File: src/rtl/pipe_skid.sv
// pipe_skid: two-entry skid-buffered pipeline register.
//
// Sits between two datapath stages and passes words downstream with a
// valid/ready handshake on each side. It sustains one word per cycle, and it
// can absorb a full downstream stall without a combinational ready path going
// back upstream. A synchronous flush drops all held words.
//
// Ports
//   i_clk        rising-edge clock
//   i_rst        synchronous active-high reset; takes priority over i_flush
//   i_flush      synchronous squash; the block is empty from the next edge
//   i_in         upstream data word
//   i_in_valid   upstream word present
//   o_in_ready   block can accept a word this cycle
//   o_out        downstream data word (always the main register)
//   o_out_valid  main register holds a valid word
//   i_out_ready  downstream consumes the head word this cycle
//   o_count      number of held words (0..2)
//
// State   | meaning
// --------+-------------------------------------------
// EMPTY   | no words held, o_count = 0
// ONE     | main valid, skid free, o_count = 1
// FULL    | main and skid valid, upstream stalled, o_count = 2

module pipe_skid #(
    parameter int SIZE = 32
) (
    input  logic            i_clk,
    input  logic            i_rst,
    input  logic            i_flush,
    input  logic [SIZE-1:0] i_in,
    input  logic            i_in_valid,
    output logic            o_in_ready,
    output logic [SIZE-1:0] o_out,
    output logic            o_out_valid,
    input  logic            i_out_ready,
    output logic [1:0]      o_count
);

    // The encoding doubles as the held-word count.
    typedef enum logic [1:0] {
        EMPTY = 2'd0,
        ONE   = 2'd1,
        FULL  = 2'd2
    } state_t;

    state_t          r_state;
    state_t          w_state_nxt;
    logic [SIZE-1:0] r_main;
    logic [SIZE-1:0] r_skid;

    logic w_accept;
    logic w_pop;
    logic w_main_load;
    logic w_main_from_skid;
    logic w_skid_load;

    // Handshake outputs come from the state register only, so no input
    // reaches an output combinationally.
    assign o_in_ready  = (r_state != FULL);
    assign o_out_valid = (r_state != EMPTY);
    assign o_count     = r_state;
    assign o_out       = r_main;

    assign w_accept = i_in_valid & o_in_ready;
    assign w_pop    = o_out_valid & i_out_ready;

    always_comb begin
        w_state_nxt      = r_state;
        w_main_load      = 1'b0;
        w_main_from_skid = 1'b0;
        w_skid_load      = 1'b0;

        unique case (r_state)
            EMPTY: begin
                if (w_accept) begin
                    w_state_nxt = ONE;
                    w_main_load = 1'b1;
                end
            end
            ONE: begin
                if (w_accept && !w_pop) begin
                    w_state_nxt = FULL;
                    w_skid_load = 1'b1;
                end else if (w_pop && !w_accept) begin
                    w_state_nxt = EMPTY;
                end else if (w_pop && w_accept) begin
                    w_main_load = 1'b1;
                end
            end
            FULL: begin
                if (w_pop) begin
                    w_state_nxt      = ONE;
                    w_main_load      = 1'b1;
                    w_main_from_skid = 1'b1;
                end
            end
            default: begin
                w_state_nxt = EMPTY;
            end
        endcase

        // Flush empties the block but leaves the data registers untouched.
        if (i_flush) begin
            w_state_nxt = EMPTY;
            w_main_load = 1'b0;
            w_skid_load = 1'b0;
        end
    end

    always_ff @(posedge i_clk) begin
        if (i_rst) begin
            r_state <= EMPTY;
            r_main  <= '0;
            r_skid  <= '0;
        end else begin
            r_state <= w_state_nxt;
            if (w_main_load) begin
                r_main <= w_main_from_skid ? r_skid : i_in;
            end
            if (w_skid_load) begin
                r_skid <= i_in;
            end
        end
    end

endmodule
File: config.mk
export PLATFORM = sky130hd
export DESIGN_NAME = pipe_skid
export DESIGN_NICKNAME = d
export VERILOG_FILES = /design/src/rtl/pipe_skid.sv
export SDC_FILE = /design/constraint.sdc
export NUM_CORES = 1
export LEC_CHECK = 0
export ABC_AREA = 1
export BUFFER_PORTS_ARGS = -buffer_cell sky130_fd_sc_hd__buf_2
export CAP_MARGIN = 20
export CORE_MARGIN = 2
export CORE_UTILIZATION = 45
export CTS_CLUSTER_DIAMETER = 120
export DETAILED_ROUTE_END_ITERATION = 7
export GPL_TIMING_DRIVEN = 0
export PLACE_DENSITY = 0.76
export SYNTH_ARGS = -nofsm -noshare
export SYNTH_HDL_FRONTEND = slang
export SYNTH_SLANG_ARGS = --single-unit
File: constraint.sdc
create_clock -name i_clk -period 2 [get_ports i_clk]
set_input_delay 0 -clock i_clk [delete_from_list [all_inputs] [get_ports i_clk]]
set_output_delay 0 -clock i_clk [all_outputs]
set_load 0.02 [all_outputs]
Word-level counts from Yosys, hierarchy flattened --
Index checks and enable logic that the tools add are counted.
Storage, ports and cells: latch bits 0, memories 0, RAM bits 0, bits in registers 66, bits of input ports 37, output and inout bits 36, logic and storage cells 37, bits in read-only memories 0
Operators by class: div/mod/pow operators 0, equality and inequality tests 6, multiply operators 0, bitwise logic cells 2, shift-type cells 0, $add $sub $neg 0, reductions and logical operators 9, muxes and demuxes 17, order comparisons 0
Operators with widths (number):
- two-way mux 32 bit | 1
- two-way mux 1 bit | 10
- two-way mux 2 bit | 4
- inequality test 2 bit (second input constant) | 3
- one-hot mux 2 bit (3 select lines) | 1
- logical AND 1 bit | 3
- inequality test 3 bit (second input constant) | 1
- one-hot mux 1 bit (3 select lines) | 1
- AND reduction 3 bit | 1
- bitwise AND 1 bit | 2
- == test 2 x 1 -> 1 bit (second input constant) | 1
- == test 2 bit (second input constant) | 1
- zero test 1 bit | 2
- zero test 2 bit | 1
- nonzero test 2 bit | 1
- OR reduction 2 bit | 1

Longest topological paths before layout --
depth after elaboration 8, mapped depth 11, gate-level depth less buffers 10

Worst setup path after synthesis --
OpenSTA, ideal clock, no wires.
path kind register -> register, start point register r_state[1] (netlist: o_count[1]), end point register r_main[0] (netlist: o_out[0]), stages on the path, launching flop included 12, path buffers 1, data required time 1887 ps, path slack 236 ps, setup time 113 ps, period minus slack after synthesis 1764 ps, arrival time 1652 ps, path through dfxtp_1 -> inv_2 -> nor2_2 -> nor2_1 -> ha_1 -> nand3_1 -> nand3_1 -> nand2_2 -> buf_4 -> nand2_1 -> nand2_1 -> nor2_1
On the way: longest elaborated chain between the ends 8
RTL lines:
- start, declared | RTL line 48 | state_t r_state;
- start signal, assigned | RTL line 118 | r_state <= w_state_nxt;
- inequality test 2 bit or nonzero test 2 bit (tied branches) | RTL line 61, 62
- bitwise AND 1 bit (on tied branches) | RTL line 66, 67
- logical AND 1 bit or zero test 1 bit (tied branches) | RTL line 88, 86
- two-way mux 1 bit or logical AND 1 bit (tied branches) | RTL line 88, 86
- two-way mux 1 bit | RTL line 86 | end else if (w_pop && !w_accept) begin
- two-way mux 1 bit | RTL line 83 | if (w_accept && !w_pop) begin
- one-hot mux 1 bit (3 select lines) | RTL line 75 | unique case (r_state)
- two-way mux 1 bit | RTL line 105 | if (i_flush) begin
- end signal, assigned | RTL line 120 | r_main <= w_main_from_skid ? r_skid : i_in;
- end, declared | RTL line 50 | logic [SIZE-1:0] r_main;
Several ways; a longest one is shown, not always the timed one. A chain may end at the register's enable or synchronous reset.

Worst setup path in the final report --
start point register r_state[0] (netlist: o_count[0]), end point register r_skid[4]
On the way: longest elaborated chain between the ends 7
RTL lines:
- nonzero test 2 bit | RTL line 62 | assign o_out_valid = (r_state != EMPTY);
- bitwise AND 1 bit | RTL line 67 | assign w_pop = o_out_valid & i_out_ready;
- zero test 1 bit | RTL line 83
- logical AND 1 bit | RTL line 83
- two-way mux 1 bit | RTL line 83
- two-way mux 1 bit * | RTL line 75
- two-way mux 1 bit * | RTL line 105
- end signal, assigned | RTL line 123 | r_skid <= i_in;
- end, declared | RTL line 51 | logic [SIZE-1:0] r_skid;
Every way passes the cells marked *; elsewhere a longest branch is shown, timed or not.

==> impl_metrics.env <==
export IMPL_status="completed"
export IMPL_regArea_um2=1320
export IMPL_routed_wl_um=7290
export IMPL_pin_count=73
export IMPL_final_common_cell="nand2_1"
export IMPL_syn_to_final_growth_pct=33.4
export IMPL_hp_class="in2reg"
export IMPL_dieArea_um2=7260
export IMPL_endpoint_kind="flip-flop"
export IMPL_synth_seq_cells=66
export IMPL_fin_nets=608
export IMPL_hold_viol=0
export IMPL_final_util=0.623
export IMPL_criticalPathCategory="reg2reg"
export IMPL_htreeDepth=3
export IMPL_grt_pass1_vias=2892
export IMPL_cts_buffers=9
export IMPL_relSlewSlack=0.685
export IMPL_drtIter0Drc=169
export IMPL_cts_sinks=66
export IMPL_drive_gt1_frac=0.197
export IMPL_cap_viol_max_count=0
export IMPL_tightest_slew_ns=0.472
export IMPL_die_h_um=85.2
export IMPL_ys_types=19
export IMPL_multi_input_area_um2=1250
export IMPL_dr_pass1_iters=5
export IMPL_grt_pass1_wl_um=12600
export IMPL_place_congestion=0.897
export IMPL_row_count=29
export IMPL_n_fill_cell=601
export IMPL_layoutNonFillerInstCount=650
export IMPL_rsz0062_at_grt="no"
export IMPL_fin_tns_setup_ns=0
export IMPL_finalCriticalPeriod_ns=1.77
export IMPL_dp_cells=599
export IMPL_dp_hpwl_um=4950
export IMPL_fmax_ghz=0.565
export IMPL_power_leakage_nw=2.01
export IMPL_synth_nets=490
export IMPL_routedWlPerCell_um=11.2
export IMPL_worstPathMaxFanout=10
export IMPL_antenna_found_initial=0
export IMPL_worst_ir_drop_vdd_mv=0.474
export IMPL_syn_area_um2=2970
export IMPL_ys_warnings_count=0
export IMPL_clock_skew_ns=0.00614
export IMPL_drc=0
export IMPL_seq_area_frac_synth=0.445
export IMPL_post_dp_cell_area_um2=3420
export IMPL_cts_tree="done"
export IMPL_cts_path_max_buffers=2
export IMPL_track_usage=0.213
export IMPL_antenna_cells=0
export IMPL_final_max_slew_viol_count=0
export IMPL_grt_overflow=0
export IMPL_setup_viol=0
export IMPL_grt_max_degree=11
export IMPL_worstPathArrival_ns=2.05
export IMPL_root_buffer="clkbuf_8"
export IMPL_cp_start_kind="flip-flop"
export IMPL_clk_latency_ns=0.34
export IMPL_core_area_um2=6350
export IMPL_finalInstanceArea_um2=3960
export IMPL_initial_core_util=0.467
export IMPL_postRouteAntennaNets=0
export IMPL_vias=3078
export IMPL_p_per_area_nw_per_um2=717
export IMPL_syn_avg_cell_area_um2=6.58
export IMPL_die_w_um=85.2
export IMPL_period_share=0.885
export IMPL_avgViaCountPerCell=4.74
export IMPL_synth_cells=451
export IMPL_numPortBuffers=71
export IMPL_cp_required_ns=2.28
export IMPL_mostFrequentLayoutCells="nand2_1, nor2_1, buf_2"
export IMPL_clkTransAtPathRegs_ns=0.07
-- final timing paths --
| path | startpoint | endpoint | slack, ns | depth (start not counted) |
|---|---|---|---|---|
| worst min-delay path | i_in_valid | o_count[0] | 0.04 | 5 |
| worst max-delay path | o_count[0] | r_skid[4] | 0.23 | 8 |
| worst min register to register | r_skid[23] | r_skid[23] | 0.45 | 2 |
| worst max register to register | o_count[0] | r_skid[4] | 0.23 | 8 |
-- power breakdown --
part           total [W]  switching (W)  leakage (nW)  internal [W]
Clock           0.000982       0.000477        0.0920      0.000505
Sequential       0.00141      0.0000273         0.540       0.00138
Combinational   0.000453       0.000265          1.38      0.000189
-- cell type report --
class | instances | area share
clock inverters | 3 | 0.00379
plain buffers | 25 | 0.0357
repair buffers | 107 | 0.180
well taps | 77 | 0.0243
inverters | 70 | 0.0664
flip-flops and latches | 66 | 0.334
multi-input cells | 290 | 0.317
clock buffers | 12 | 0.0392
-- Yosys cell counts (all sizes together) --
cell | instances | share of area
nand2 | 108 | 0.14
nor2 | 83 | 0.11
inv | 69 | 0.087
dfxtp | 66 | 0.45
o21ai | 59 | 0.099
a21oi | 27 | 0.046
buf | 14 | 0.031
clkbuf | 11 | 0.014
nand3 | 10 | 0.020
ha | 2 | 0.0084
clkinv | 1 | 0.0013
o211ai | 1 | 0.0025
-- state kept, by name, indices dropped and copies added (netlist names) --
| register | cells |
|---|---|
| o_count | 2 |
| o_out | 32 |
| r_skid | 32 |
-- layer usage --
layer | vias to the layer above | global-route usage | part of all wire
li1 | 1605 | - | -
met1 | 1365 | 0.265 | 0.45
met2 | 94 | 0.361 | 0.47
met3 | 14 | 0.0525 | 0.059
met4 | 0 | 0.0736 | 0.022
met5 | - | 0 | 0
-- kinds of logic after synthesis --
group / share of synthesized area
fa+ha+maj: 0.00843
compound gates: 0.148
buf+inv: 0.134
simple gates: 0.265
flops: 0.445
-- worst max-delay path: stages, from the launching register on --
cell	delay [ns]
dfxtp_1	0.47
nor2_2	0.09
nor2_1	0.14
inv_1	0.06
ha_1	0.22
nand3_2	0.12
clkbuf_1	0.36
o21ai_0	0.15
nor2_1	0.11
-- through the flow --
step / total power [W] / hold WS (ns) / setup slack (ns)
detailed placement: 0.00183 / 0.274 / -0.0000340
finish: 0.00284 / 0.0372 / 0.229
CTS: 0.00287 / 0.0185 / 0.0982
floorplan: 0.00169 / 0.166 / 0.236
global placement: 0.00182 / 0.268 / 0.0578
global route: 0.00300 / 0.0714 / 0.0181
-- repair_timing --
item / 4_1_cts / 5_1_grt
hold buffers: 34 / 0
buffers inserted: 0 / 2
endpoints found under the hold margin: 37 / 0
resized for setup: 1 / 7
endpoints found under the setup margin: 5 / 54
No activity file was read; power rests on OpenSTA's default activity.
